===== config.mk =====
export PLATFORM = sky130hd
export DESIGN_NAME = iagc_control_fsm_flat
export DESIGN_NICKNAME = d
export VERILOG_FILES = /design/src/rtl/iagc_control_fsm_if.sv /design/src/rtl/iagc_control_fsm.sv /design/src/flat_wrapper.sv
export SDC_FILE = /design/constraint.sdc
export NUM_CORES = 1
export LEC_CHECK = 0
export BUFFER_PORTS_ARGS = -buffer_cell sky130_fd_sc_hd__buf_2
export CAP_MARGIN = 30
export CORE_MARGIN = 3
export CORE_UTILIZATION = 40
export CTS_BUF_LIST = sky130_fd_sc_hd__clkbuf_4 sky130_fd_sc_hd__clkbuf_8 sky130_fd_sc_hd__clkbuf_16
export DETAILED_ROUTE_END_ITERATION = 16
export PLACE_DENSITY = 0.76
export SYNTH_ARGS = -nofsm -noshare
export SYNTH_HDL_FRONTEND = slang
export SYNTH_SLANG_ARGS = --single-unit
export TNS_END_PERCENT = 30

===== constraint.sdc =====
create_clock -name i_clock -period 2.1 [get_ports i_clock]
set_clock_uncertainty 0.1 [all_clocks]
set_input_delay 0.42 -clock i_clock [delete_from_list [all_inputs] [get_ports i_clock]]
set_output_delay 0.42 -clock i_clock [all_outputs]
set_load 0.02 [all_outputs]

===== src/rtl/iagc_control_fsm_if.sv =====
// Handshake bundle between the IAGC sequencer and its neighbours: receiver,
// command_unit decode flags, sampler, sample memory and dump transmitter.
interface iagc_control_fsm_if #(
    parameter int IAGC_STATUS_SIZE = 4,
    parameter int DATA_SIZE        = 8,
    parameter int CMD_PARAM_SIZE   = 4,
    parameter int MEM_ADDR_SIZE    = 10
);
    logic [DATA_SIZE-1:0]        i_rx_data;
    logic                        i_rx_valid;
    logic                        i_cmd_reset;
    logic                        i_cmd_sample;
    logic                        i_cmd_set_decim;
    logic                        i_cmd_clean_mem;
    logic                        i_cmd_dump_mem;
    logic                        i_cmd_set_mem;
    logic [CMD_PARAM_SIZE-1:0]   i_cmd_param;
    logic                        i_mem_full;
    logic                        i_dump_ack;
    logic [IAGC_STATUS_SIZE-1:0] o_iagc_status;
    logic [DATA_SIZE-1:0]        o_cmd;
    logic                        o_sample_en;
    logic                        o_decim_load;
    logic [CMD_PARAM_SIZE-1:0]   o_decim_value;
    logic [CMD_PARAM_SIZE-1:0]   o_mem_sel;
    logic                        o_mem_we;
    logic [MEM_ADDR_SIZE-1:0]    o_mem_addr;
    logic                        o_dump_req;
    logic                        o_dump_last;
    logic                        o_cmd_error;
    logic                        o_rx_overrun;

    modport master (
        input  i_rx_data, i_rx_valid, i_cmd_reset, i_cmd_sample, i_cmd_set_decim,
               i_cmd_clean_mem, i_cmd_dump_mem, i_cmd_set_mem, i_cmd_param,
               i_mem_full, i_dump_ack,
        output o_iagc_status, o_cmd, o_sample_en, o_decim_load, o_decim_value,
               o_mem_sel, o_mem_we, o_mem_addr, o_dump_req, o_dump_last,
               o_cmd_error, o_rx_overrun
    );

    modport slave (
        output i_rx_data, i_rx_valid, i_cmd_reset, i_cmd_sample, i_cmd_set_decim,
               i_cmd_clean_mem, i_cmd_dump_mem, i_cmd_set_mem, i_cmd_param,
               i_mem_full, i_dump_ack,
        input  o_iagc_status, o_cmd, o_sample_en, o_decim_load, o_decim_value,
               o_mem_sel, o_mem_we, o_mem_addr, o_dump_req, o_dump_last,
               o_cmd_error, o_rx_overrun
    );
endinterface


===== src/rtl/iagc_control_fsm.sv =====
// IAGC top-level sequencer: latches command bytes for command_unit, branches on
// its registered decode flags, and runs the memory clean sweep and dump handshake.
module iagc_control_fsm #(
    parameter int IAGC_STATUS_SIZE = 4,
    parameter int DATA_SIZE        = 8,
    parameter int CMD_PARAM_SIZE   = 4,
    parameter int INIT_CYCLES      = 16,
    parameter int MEM_ADDR_SIZE    = 10
) (
    input  logic               i_clock,
    input  logic               i_reset_n,
    iagc_control_fsm_if.master bus
);
    localparam logic [IAGC_STATUS_SIZE-1:0] S_RESET     = IAGC_STATUS_SIZE'(0);
    localparam logic [IAGC_STATUS_SIZE-1:0] S_INIT      = IAGC_STATUS_SIZE'(1);
    localparam logic [IAGC_STATUS_SIZE-1:0] S_IDLE      = IAGC_STATUS_SIZE'(2);
    localparam logic [IAGC_STATUS_SIZE-1:0] S_SAMPLE    = IAGC_STATUS_SIZE'(3);
    localparam logic [IAGC_STATUS_SIZE-1:0] S_CMD_PARSE = IAGC_STATUS_SIZE'(4);
    localparam logic [IAGC_STATUS_SIZE-1:0] S_CMD_READ  = IAGC_STATUS_SIZE'(5);
    localparam logic [IAGC_STATUS_SIZE-1:0] S_CMD_ERROR = IAGC_STATUS_SIZE'(6);
    localparam logic [IAGC_STATUS_SIZE-1:0] S_DUMP_MEM  = IAGC_STATUS_SIZE'(7);
    localparam logic [IAGC_STATUS_SIZE-1:0] S_CLEAN_MEM = IAGC_STATUS_SIZE'(8);

    localparam int                     CNT_W     = (INIT_CYCLES > 1) ? $clog2(INIT_CYCLES) : 1;
    localparam logic [CNT_W-1:0]         CNT_LAST  = CNT_W'(INIT_CYCLES - 1);
    localparam logic [MEM_ADDR_SIZE-1:0] ADDR_LAST = '1;

    logic [IAGC_STATUS_SIZE-1:0] state;
    logic [CNT_W-1:0]            init_cnt;
    logic [DATA_SIZE-1:0]        cmd_q;
    logic [MEM_ADDR_SIZE-1:0]    addr_q;
    logic [CMD_PARAM_SIZE-1:0]   decim_q;
    logic [CMD_PARAM_SIZE-1:0]   mem_sel_q;
    logic                        decim_load_q;
    logic                        overrun_q;
    logic                        rx_accept;

    // Only IDLE and SAMPLE can take a new byte; anywhere else it is dropped.
    assign rx_accept = bus.i_rx_valid && (state == S_IDLE || state == S_SAMPLE);

    always_ff @(posedge i_clock or negedge i_reset_n) begin
        if (!i_reset_n) begin
            state        <= S_RESET;
            init_cnt     <= '0;
            cmd_q        <= '0;
            addr_q       <= '0;
            decim_q      <= '0;
            mem_sel_q    <= '0;
            decim_load_q <= 1'b0;
            overrun_q    <= 1'b0;
        end else begin
            decim_load_q <= 1'b0;
            overrun_q    <= bus.i_rx_valid && !rx_accept;
            case (state)
                S_RESET: begin
                    init_cnt <= '0;
                    addr_q   <= '0;
                    state    <= S_INIT;
                end
                S_INIT: begin
                    if (init_cnt == CNT_LAST) state <= S_IDLE;
                    else                      init_cnt <= init_cnt + 1'b1;
                end
                S_IDLE, S_SAMPLE: begin
                    // A new byte beats i_mem_full when both land together in SAMPLE.
                    if (rx_accept) begin
                        cmd_q <= bus.i_rx_data;
                        state <= S_CMD_PARSE;
                    end else if (state == S_SAMPLE && bus.i_mem_full) begin
                        state <= S_IDLE;
                    end
                end
                S_CMD_PARSE: state <= S_CMD_READ;
                S_CMD_READ: begin
                    if (bus.i_cmd_reset) begin
                        state <= S_RESET;
                    end else if (bus.i_cmd_sample) begin
                        state <= S_SAMPLE;
                    end else if (bus.i_cmd_set_decim) begin
                        decim_q      <= bus.i_cmd_param;
                        decim_load_q <= 1'b1;
                        state        <= S_IDLE;
                    end else if (bus.i_cmd_set_mem) begin
                        mem_sel_q <= bus.i_cmd_param;
                        state     <= S_IDLE;
                    end else if (bus.i_cmd_clean_mem) begin
                        addr_q <= '0;
                        state  <= S_CLEAN_MEM;
                    end else if (bus.i_cmd_dump_mem) begin
                        addr_q <= '0;
                        state  <= S_DUMP_MEM;
                    end else begin
                        state <= S_CMD_ERROR;
                    end
                end
                S_CLEAN_MEM: begin
                    if (addr_q == ADDR_LAST) begin
                        addr_q <= '0;
                        state  <= S_IDLE;
                    end else begin
                        addr_q <= addr_q + 1'b1;
                    end
                end
                S_DUMP_MEM: begin
                    if (bus.i_dump_ack) begin
                        if (addr_q == ADDR_LAST) begin
                            addr_q <= '0;
                            state  <= S_IDLE;
                        end else begin
                            addr_q <= addr_q + 1'b1;
                        end
                    end
                end
                S_CMD_ERROR: state <= S_IDLE;
                default:     state <= S_RESET;
            endcase
        end
    end

    assign bus.o_iagc_status = state;
    assign bus.o_cmd         = cmd_q;
    assign bus.o_sample_en   = (state == S_SAMPLE);
    assign bus.o_decim_load  = decim_load_q;
    assign bus.o_decim_value = decim_q;
    assign bus.o_mem_sel     = mem_sel_q;
    assign bus.o_mem_we      = (state == S_CLEAN_MEM);
    assign bus.o_mem_addr    = addr_q;
    assign bus.o_dump_req    = (state == S_DUMP_MEM);
    assign bus.o_dump_last   = (state == S_DUMP_MEM) && (addr_q == ADDR_LAST);
    assign bus.o_cmd_error   = (state == S_CMD_ERROR);
    assign bus.o_rx_overrun  = overrun_q;
endmodule


===== src/flat_wrapper.sv =====
// flat-port wrapper written by rule: the top's interface ports become plain ports
module iagc_control_fsm_flat 
#(
    parameter int IAGC_STATUS_SIZE = 4,
    parameter int DATA_SIZE        = 8,
    parameter int CMD_PARAM_SIZE   = 4,
    parameter int INIT_CYCLES      = 16,
    parameter int MEM_ADDR_SIZE    = 10
)
  (i_clock, i_reset_n, bus_i_rx_data, bus_i_rx_valid, bus_i_cmd_reset, bus_i_cmd_sample, bus_i_cmd_set_decim, bus_i_cmd_clean_mem, bus_i_cmd_dump_mem, bus_i_cmd_set_mem, bus_i_cmd_param, bus_i_mem_full, bus_i_dump_ack, bus_o_iagc_status, bus_o_cmd, bus_o_sample_en, bus_o_decim_load, bus_o_decim_value, bus_o_mem_sel, bus_o_mem_we, bus_o_mem_addr, bus_o_dump_req, bus_o_dump_last, bus_o_cmd_error, bus_o_rx_overrun);
  iagc_control_fsm_if #(.IAGC_STATUS_SIZE(IAGC_STATUS_SIZE), .DATA_SIZE(DATA_SIZE), .CMD_PARAM_SIZE(CMD_PARAM_SIZE), .MEM_ADDR_SIZE(MEM_ADDR_SIZE)) bus_i ();
  input  logic i_clock;
  input  logic i_reset_n;
  input wire logic [$bits(bus_i.i_rx_data)-1:0] bus_i_rx_data;
  input wire logic [$bits(bus_i.i_rx_valid)-1:0] bus_i_rx_valid;
  input wire logic [$bits(bus_i.i_cmd_reset)-1:0] bus_i_cmd_reset;
  input wire logic [$bits(bus_i.i_cmd_sample)-1:0] bus_i_cmd_sample;
  input wire logic [$bits(bus_i.i_cmd_set_decim)-1:0] bus_i_cmd_set_decim;
  input wire logic [$bits(bus_i.i_cmd_clean_mem)-1:0] bus_i_cmd_clean_mem;
  input wire logic [$bits(bus_i.i_cmd_dump_mem)-1:0] bus_i_cmd_dump_mem;
  input wire logic [$bits(bus_i.i_cmd_set_mem)-1:0] bus_i_cmd_set_mem;
  input wire logic [$bits(bus_i.i_cmd_param)-1:0] bus_i_cmd_param;
  input wire logic [$bits(bus_i.i_mem_full)-1:0] bus_i_mem_full;
  input wire logic [$bits(bus_i.i_dump_ack)-1:0] bus_i_dump_ack;
  output wire logic [$bits(bus_i.o_iagc_status)-1:0] bus_o_iagc_status;
  output wire logic [$bits(bus_i.o_cmd)-1:0] bus_o_cmd;
  output wire logic [$bits(bus_i.o_sample_en)-1:0] bus_o_sample_en;
  output wire logic [$bits(bus_i.o_decim_load)-1:0] bus_o_decim_load;
  output wire logic [$bits(bus_i.o_decim_value)-1:0] bus_o_decim_value;
  output wire logic [$bits(bus_i.o_mem_sel)-1:0] bus_o_mem_sel;
  output wire logic [$bits(bus_i.o_mem_we)-1:0] bus_o_mem_we;
  output wire logic [$bits(bus_i.o_mem_addr)-1:0] bus_o_mem_addr;
  output wire logic [$bits(bus_i.o_dump_req)-1:0] bus_o_dump_req;
  output wire logic [$bits(bus_i.o_dump_last)-1:0] bus_o_dump_last;
  output wire logic [$bits(bus_i.o_cmd_error)-1:0] bus_o_cmd_error;
  output wire logic [$bits(bus_i.o_rx_overrun)-1:0] bus_o_rx_overrun;
  assign bus_i.i_rx_data = bus_i_rx_data;
  assign bus_i.i_rx_valid = bus_i_rx_valid;
  assign bus_i.i_cmd_reset = bus_i_cmd_reset;
  assign bus_i.i_cmd_sample = bus_i_cmd_sample;
  assign bus_i.i_cmd_set_decim = bus_i_cmd_set_decim;
  assign bus_i.i_cmd_clean_mem = bus_i_cmd_clean_mem;
  assign bus_i.i_cmd_dump_mem = bus_i_cmd_dump_mem;
  assign bus_i.i_cmd_set_mem = bus_i_cmd_set_mem;
  assign bus_i.i_cmd_param = bus_i_cmd_param;
  assign bus_i.i_mem_full = bus_i_mem_full;
  assign bus_i.i_dump_ack = bus_i_dump_ack;
  assign bus_o_iagc_status = bus_i.o_iagc_status;
  assign bus_o_cmd = bus_i.o_cmd;
  assign bus_o_sample_en = bus_i.o_sample_en;
  assign bus_o_decim_load = bus_i.o_decim_load;
  assign bus_o_decim_value = bus_i.o_decim_value;
  assign bus_o_mem_sel = bus_i.o_mem_sel;
  assign bus_o_mem_we = bus_i.o_mem_we;
  assign bus_o_mem_addr = bus_i.o_mem_addr;
  assign bus_o_dump_req = bus_i.o_dump_req;
  assign bus_o_dump_last = bus_i.o_dump_last;
  assign bus_o_cmd_error = bus_i.o_cmd_error;
  assign bus_o_rx_overrun = bus_i.o_rx_overrun;
  iagc_control_fsm #(.IAGC_STATUS_SIZE(IAGC_STATUS_SIZE), .DATA_SIZE(DATA_SIZE), .CMD_PARAM_SIZE(CMD_PARAM_SIZE), .INIT_CYCLES(INIT_CYCLES), .MEM_ADDR_SIZE(MEM_ADDR_SIZE)) u_core (.i_clock(i_clock), .i_reset_n(i_reset_n), .bus(bus_i));
endmodule

# After elaboration in Yosys (flattened, before gate mapping)
# Cells that the tools add are included.
# totals
output_inout_bits,37
inputBits,23
reg_bits,36
# op_classes
bitwise_logic,3
n_reduce_logical,16
mux,27
add_sub_neg,2
n_eq_ne,19
# ops
operator,count
$mux W10,8
$mux W4,11
$pmux W10 S4,1
$pmux W4 S8,1
$eq A4 B3 Y1 const B,4
$ne A2 B2 Y1 const B,6
$add A10 B1 Y10 const B,1
$eq A10 B10 Y1 const B,1
$eq A4 B2 Y1 const B,2
$eq A4 B4 Y1 const B,2
$pmux W4 S2,1
$reduce_and A7 Y1,1
$mux W1,5
$reduce_and A5 Y1,1
$add A4 B1 Y4 const B,1
$eq A4 B1 Y1 const B,1
$logic_and A1 B1 Y1,4
$logic_not A4 Y1,1
$reduce_and A2 Y1,2
$reduce_and A4 Y1,1
$reduce_bool A4 Y1,1
$ne A3 B1 Y1 const B,1
$ne A3 B3 Y1 const B,1
$not A1 Y1,3
other kinds (6),6

# Logic depth before layout (Yosys ltp)
# logic_depth
depth_word,7
ltp_mapped,6

# Least setup slack after synthesis
# OpenSTA, ideal clock, no wires.
# synth_timing
kind,flip-flop to flip-flop
start,reg u_core.state[3] (netlist: u_core.bus.o_iagc_status[3])
end,reg u_core.decim_q[0] (netlist: u_core.bus.o_decim_value[0])
arrival_ps,1951
path_buffers,2
slack_ps,-76
required_ps,1875
path_stages_with_launch,7
cell_sequence,dfrtp_1 buf_4 nand4bb_1 or2_2 clkbuf_1 nor3b_2 mux2_2
# synth_between
elab_chain_len,2
# synth_lines
element,line,rtl
start: declaration,iagc_control_fsm.sv:28,logic [IAGC_STATUS_SIZE-1:0] state;
start signal: assignment,iagc_control_fsm.sv:43,state <= S_RESET;
start signal: assignment,iagc_control_fsm.sv:58,state <= S_INIT;
start signal: assignment,iagc_control_fsm.sv:61,if (init_cnt == CNT_LAST) state <= S_IDLE;
$eq A4 B3 Y1,iagc_control_fsm.sv:54,case (state)
$reduce_and A4 Y1 (no source line),-,
end signal: assignment,iagc_control_fsm.sv:80,decim_q <= bus.i_cmd_param;
end: declaration,iagc_control_fsm.sv:32,logic [CMD_PARAM_SIZE-1:0] decim_q;
# No other way between the ends.
# A chain may end at the register's enable or synchronous reset.

# Worst setup path after layout
# layout_timing
start,reg u_core.addr_q[5] (netlist: u_core.bus.o_mem_addr[5])
end,out bus_o_dump_last
# layout_between
elab_chain_len,2
# layout_lines
element,line,rtl
start: declaration,iagc_control_fsm.sv:31,logic [MEM_ADDR_SIZE-1:0] addr_q;
start signal: assignment,iagc_control_fsm.sv:101,addr_q <= addr_q + 1'b1;
start signal: assignment,iagc_control_fsm.sv:110,addr_q <= addr_q + 1'b1;
$eq A10 B10 Y1,iagc_control_fsm.sv:129,assign bus.o_dump_last = (state == S_DUMP_MEM) && (addr_q == ADDR_LAST);
$logic_and A1 B1 Y1,iagc_control_fsm.sv:129,
end: declaration,flat_wrapper.sv:34,output wire logic [$bits(bus_i.o_dump_last)-1:0] bus_o_dump_last;
# No other way between the ends.

==> flow_metrics.tcl <==
set metrics [dict create \
    status "completed" \
    fin_crit_sh 0.9722 \
    syn_to_final_growth_pct 34.61 \
    routed.top_layer "met4" \
    vias_per_cell 5.427 \
    port_buffers 59 \
    antenna_found_initial 0 \
    max-slew-margin-rel 0.6462 \
    start_util 0.4254 \
    grt_pass1_wl_um 7900 \
    synth_top_flop_cell "dfrtp_1" \
    wl_met1_um 2069 \
    worstPathRequired_ns 1.58 \
    drc 0 \
    clkSinkCount 36 \
    antenna_cells 0 \
    cts-root-buf "clkbuf_8" \
    dieArea_mm2 0.005588 \
    rrSetupSlack_ns 0.13 \
    wl_met2_um 2254 \
    setup_viol_count_final 0 \
    core_mm2 0.004444 \
    setup.worst_path.start "u_core.bus.o_mem_addr[5]" \
    clockBufferDepth 2 \
    grt_pass1_vias 1716 \
    numCtsBuffers 5 \
    max_stage_delay_ns 0.42 \
    h-tree-depth 2 \
    fin_crit_ns 2.042 \
    path_clk_slew_ns 0.08 \
    leakage_uw 0.001267 \
    synth_cell_types 44 \
    synth_commonest_cells "dfrtp_1 (36), mux2_2 (16), inv_1 (13)" \
    wl_met3_um 272 \
    syn_area_mm2 0.001891 \
    place_hpwl_um 3596 \
    layout.nets 286 \
    crit_type "flip-flop to output port" \
    hold_viol_final 0 \
    yosysTopAreaCell "dfrtp_1" \
    grt_overflow 0 \
    r2r-start "u_core.bus.o_iagc_status[1]" \
    ff2ff_path_depth 4 \
    wl_per_cell_um 14.82 \
    vias 1704 \
    timing.critical_path.from_type "flip-flop" \
    place_inst 305 \
    syn_nets 201 \
    crit_fanout 5 \
    row_count 24 \
    avgSynthCellArea_um2 10.74 \
    peakVddDrop_v 0.0008226 \
    async_flop_share 1.000 \
    ioPinCount 60 \
    hold_class "input port to flip-flop" \
    crit_chain "and4_1 > nand4_1 > nor2_2 > buf_2" \
    grt.total_usage 0.1852 \
    ant_nets 0 \
    synth-seq-cells 36 \
    cts_tree "done" \
    fin_cells 314 \
    ys_seq_area_frac 0.4765 \
    die_w_um 74.75 \
    worstSkewPairLatency_ns 0.29 \
    chipHeight_um 74.75 \
    drt-total-wl_um 4655 \
    drtIter0Drc 109 \
    finalWeightedCongestion 0.7893 \
    synthTopCellsByArea "dfrtp_1 (48%), mux2_2 (9.5%), inv_1 (2.6%)" \
    synth_edf_count 0 \
    rsz0062_at_grt "true" \
    crit_end "bus_o_dump_last" \
    r2r-end "u_core.bus.o_mem_addr[8]" \
    cp_slowest_cell "dfrtp_1" \
    crit_arrival_ns 1.52 \
    synth_warnings 0 \
    setup.worst_path.end_class "output port" \
    slew_viol_final 0 \
    yosysTopAreaCellShare 0.4765 \
    first_pass_iters 4 \
    whs_ns 0.2523 \
    drv_cap 0 \
    powerDensity_mw_per_mm2 1156 \
    yosysMostFrequentCell "dfrtp_1" \
    synthCells 176 \
    drive_gt1_frac 0.4733 \
    max_freq_mhz 489.8 \
    grt_max_degree 16 \
    worstMarginPinSlew_ns 0.5306 \
]
## kinds of logic (layout without fill, tap and decap cells)
logic type	count (synthesis)	after routing	synth area share
fa+ha+maj	2	2	0.01323
xor+xnor	2	2	0.009267
buf+inv	21	107	0.04765
mux	17	17	0.1006
simple gates	61	61	0.2025
flops	36	36	0.4765
compound gates	37	37	0.1502
## sequential cells by signal, summed over array words and instances (netlist names)
| signal | count |
|---|---|
| u_core.bus.o_rx_overrun | 1 |
| u_core.bus.o_decim_value | 4 |
| u_core.bus.o_mem_addr | 10 |
| u_core.init_cnt | 4 |
| u_core.bus.o_cmd | 8 |
| u_core.bus.o_mem_sel | 4 |
| u_core.bus.o_decim_load | 1 |
| u_core.bus.o_iagc_status | 4 |
## where the power goes
group / switching, uW / internal (uW) / leakage, uW
clock: 260 / 249 / 0.0000448
combinational: 771 / 615 / 0.000753
sequential: 139 / 907 / 0.000469
## per-layer routing
layer | up-vias | global-route usage
met5 | - | 0
met4 | 0 | 0.06917
met3 | 6 | 0.04272
met2 | 63 | 0.3044
met1 | 810 | 0.2388
li1 | 825 | -
## how the worst min path moves through the flow
stage | from | end | slack, ns | cells after the start
global route | bus_i_rx_data[1] | u_core.bus.o_cmd[1] | 0.24 | 2
CTS | bus_i_rx_data[2] | u_core.bus.o_cmd[2] | 0.25 | 2
global placement | i_reset_n | u_core.init_cnt[1] | 0.25 | 1
floorplan | i_reset_n | u_core.bus.o_cmd[0] | 0.02 | 0
finish | bus_i_rx_data[7] | u_core.bus.o_cmd[7] | 0.25 | 2
detailed placement | i_reset_n | u_core.bus.o_mem_addr[9] | 0.25 | 1
## area by class of cell
class	count	area (um2)
Clock inverter	2	16.27
Fill cell	398	1899
Multi-Input combinational cell	119	933.4
Sequential cell	36	902.1
Timing Repair Buffer	86	503.0
Clock buffer	6	76.32
Tap cell	52	65.06
Inverter	13	48.80
## stage by stage
stage | setup WS, ns | TNS [ns] | cell area [um2] | total power [uW] | util
2_1_floorplan | -0.04471 | -0.2323 | 1932 | 1951 | -
3_3_place_gp | -0.03804 | -0.04106 | 2432 | 2394 | 0.5473
3_5_place_dp | -0.05603 | -0.1197 | 2432 | 2435 | 0.5473
4_1_cts | 0.03783 | 0 | 2539 | 2958 | 0.5712
5_1_grt | -0.01878 | -0.02521 | 2545 | 3163 | 0.5726
6_report | 0.05835 | 0 | 2545 | 2942 | 0.5726
## cell usage in the layout (no fill, tap or decap), types with 5 or more instances in the layout
cell type,count
buf_2,58
mux2_2,12
buf_4,27
nand2_1,9
dfrtp_1,35
nor2_1,8
nand4_1,5
nand3_1,9
inv_1,12
and3_1,6
o22ai_1,7
clkbuf_8,5
o21ai_0,5
a21oi_1,6
## critical path, delay by kind of cell, from the launching register on
family,cells,cell delay [ns]
simple gates,3,0.65
flops,1,0.42
buf+inv,1,0.16
## timing repair
action                                  CTS  global route
gates resized for setup                   1             3
endpoints found under the hold margin    13             0
hold buffers                              1             0
endpoints found under the setup margin    1            13
pin swaps                                 0             2
setup buffers                             0             0
No activity file was read; power rests on OpenSTA's default activity.
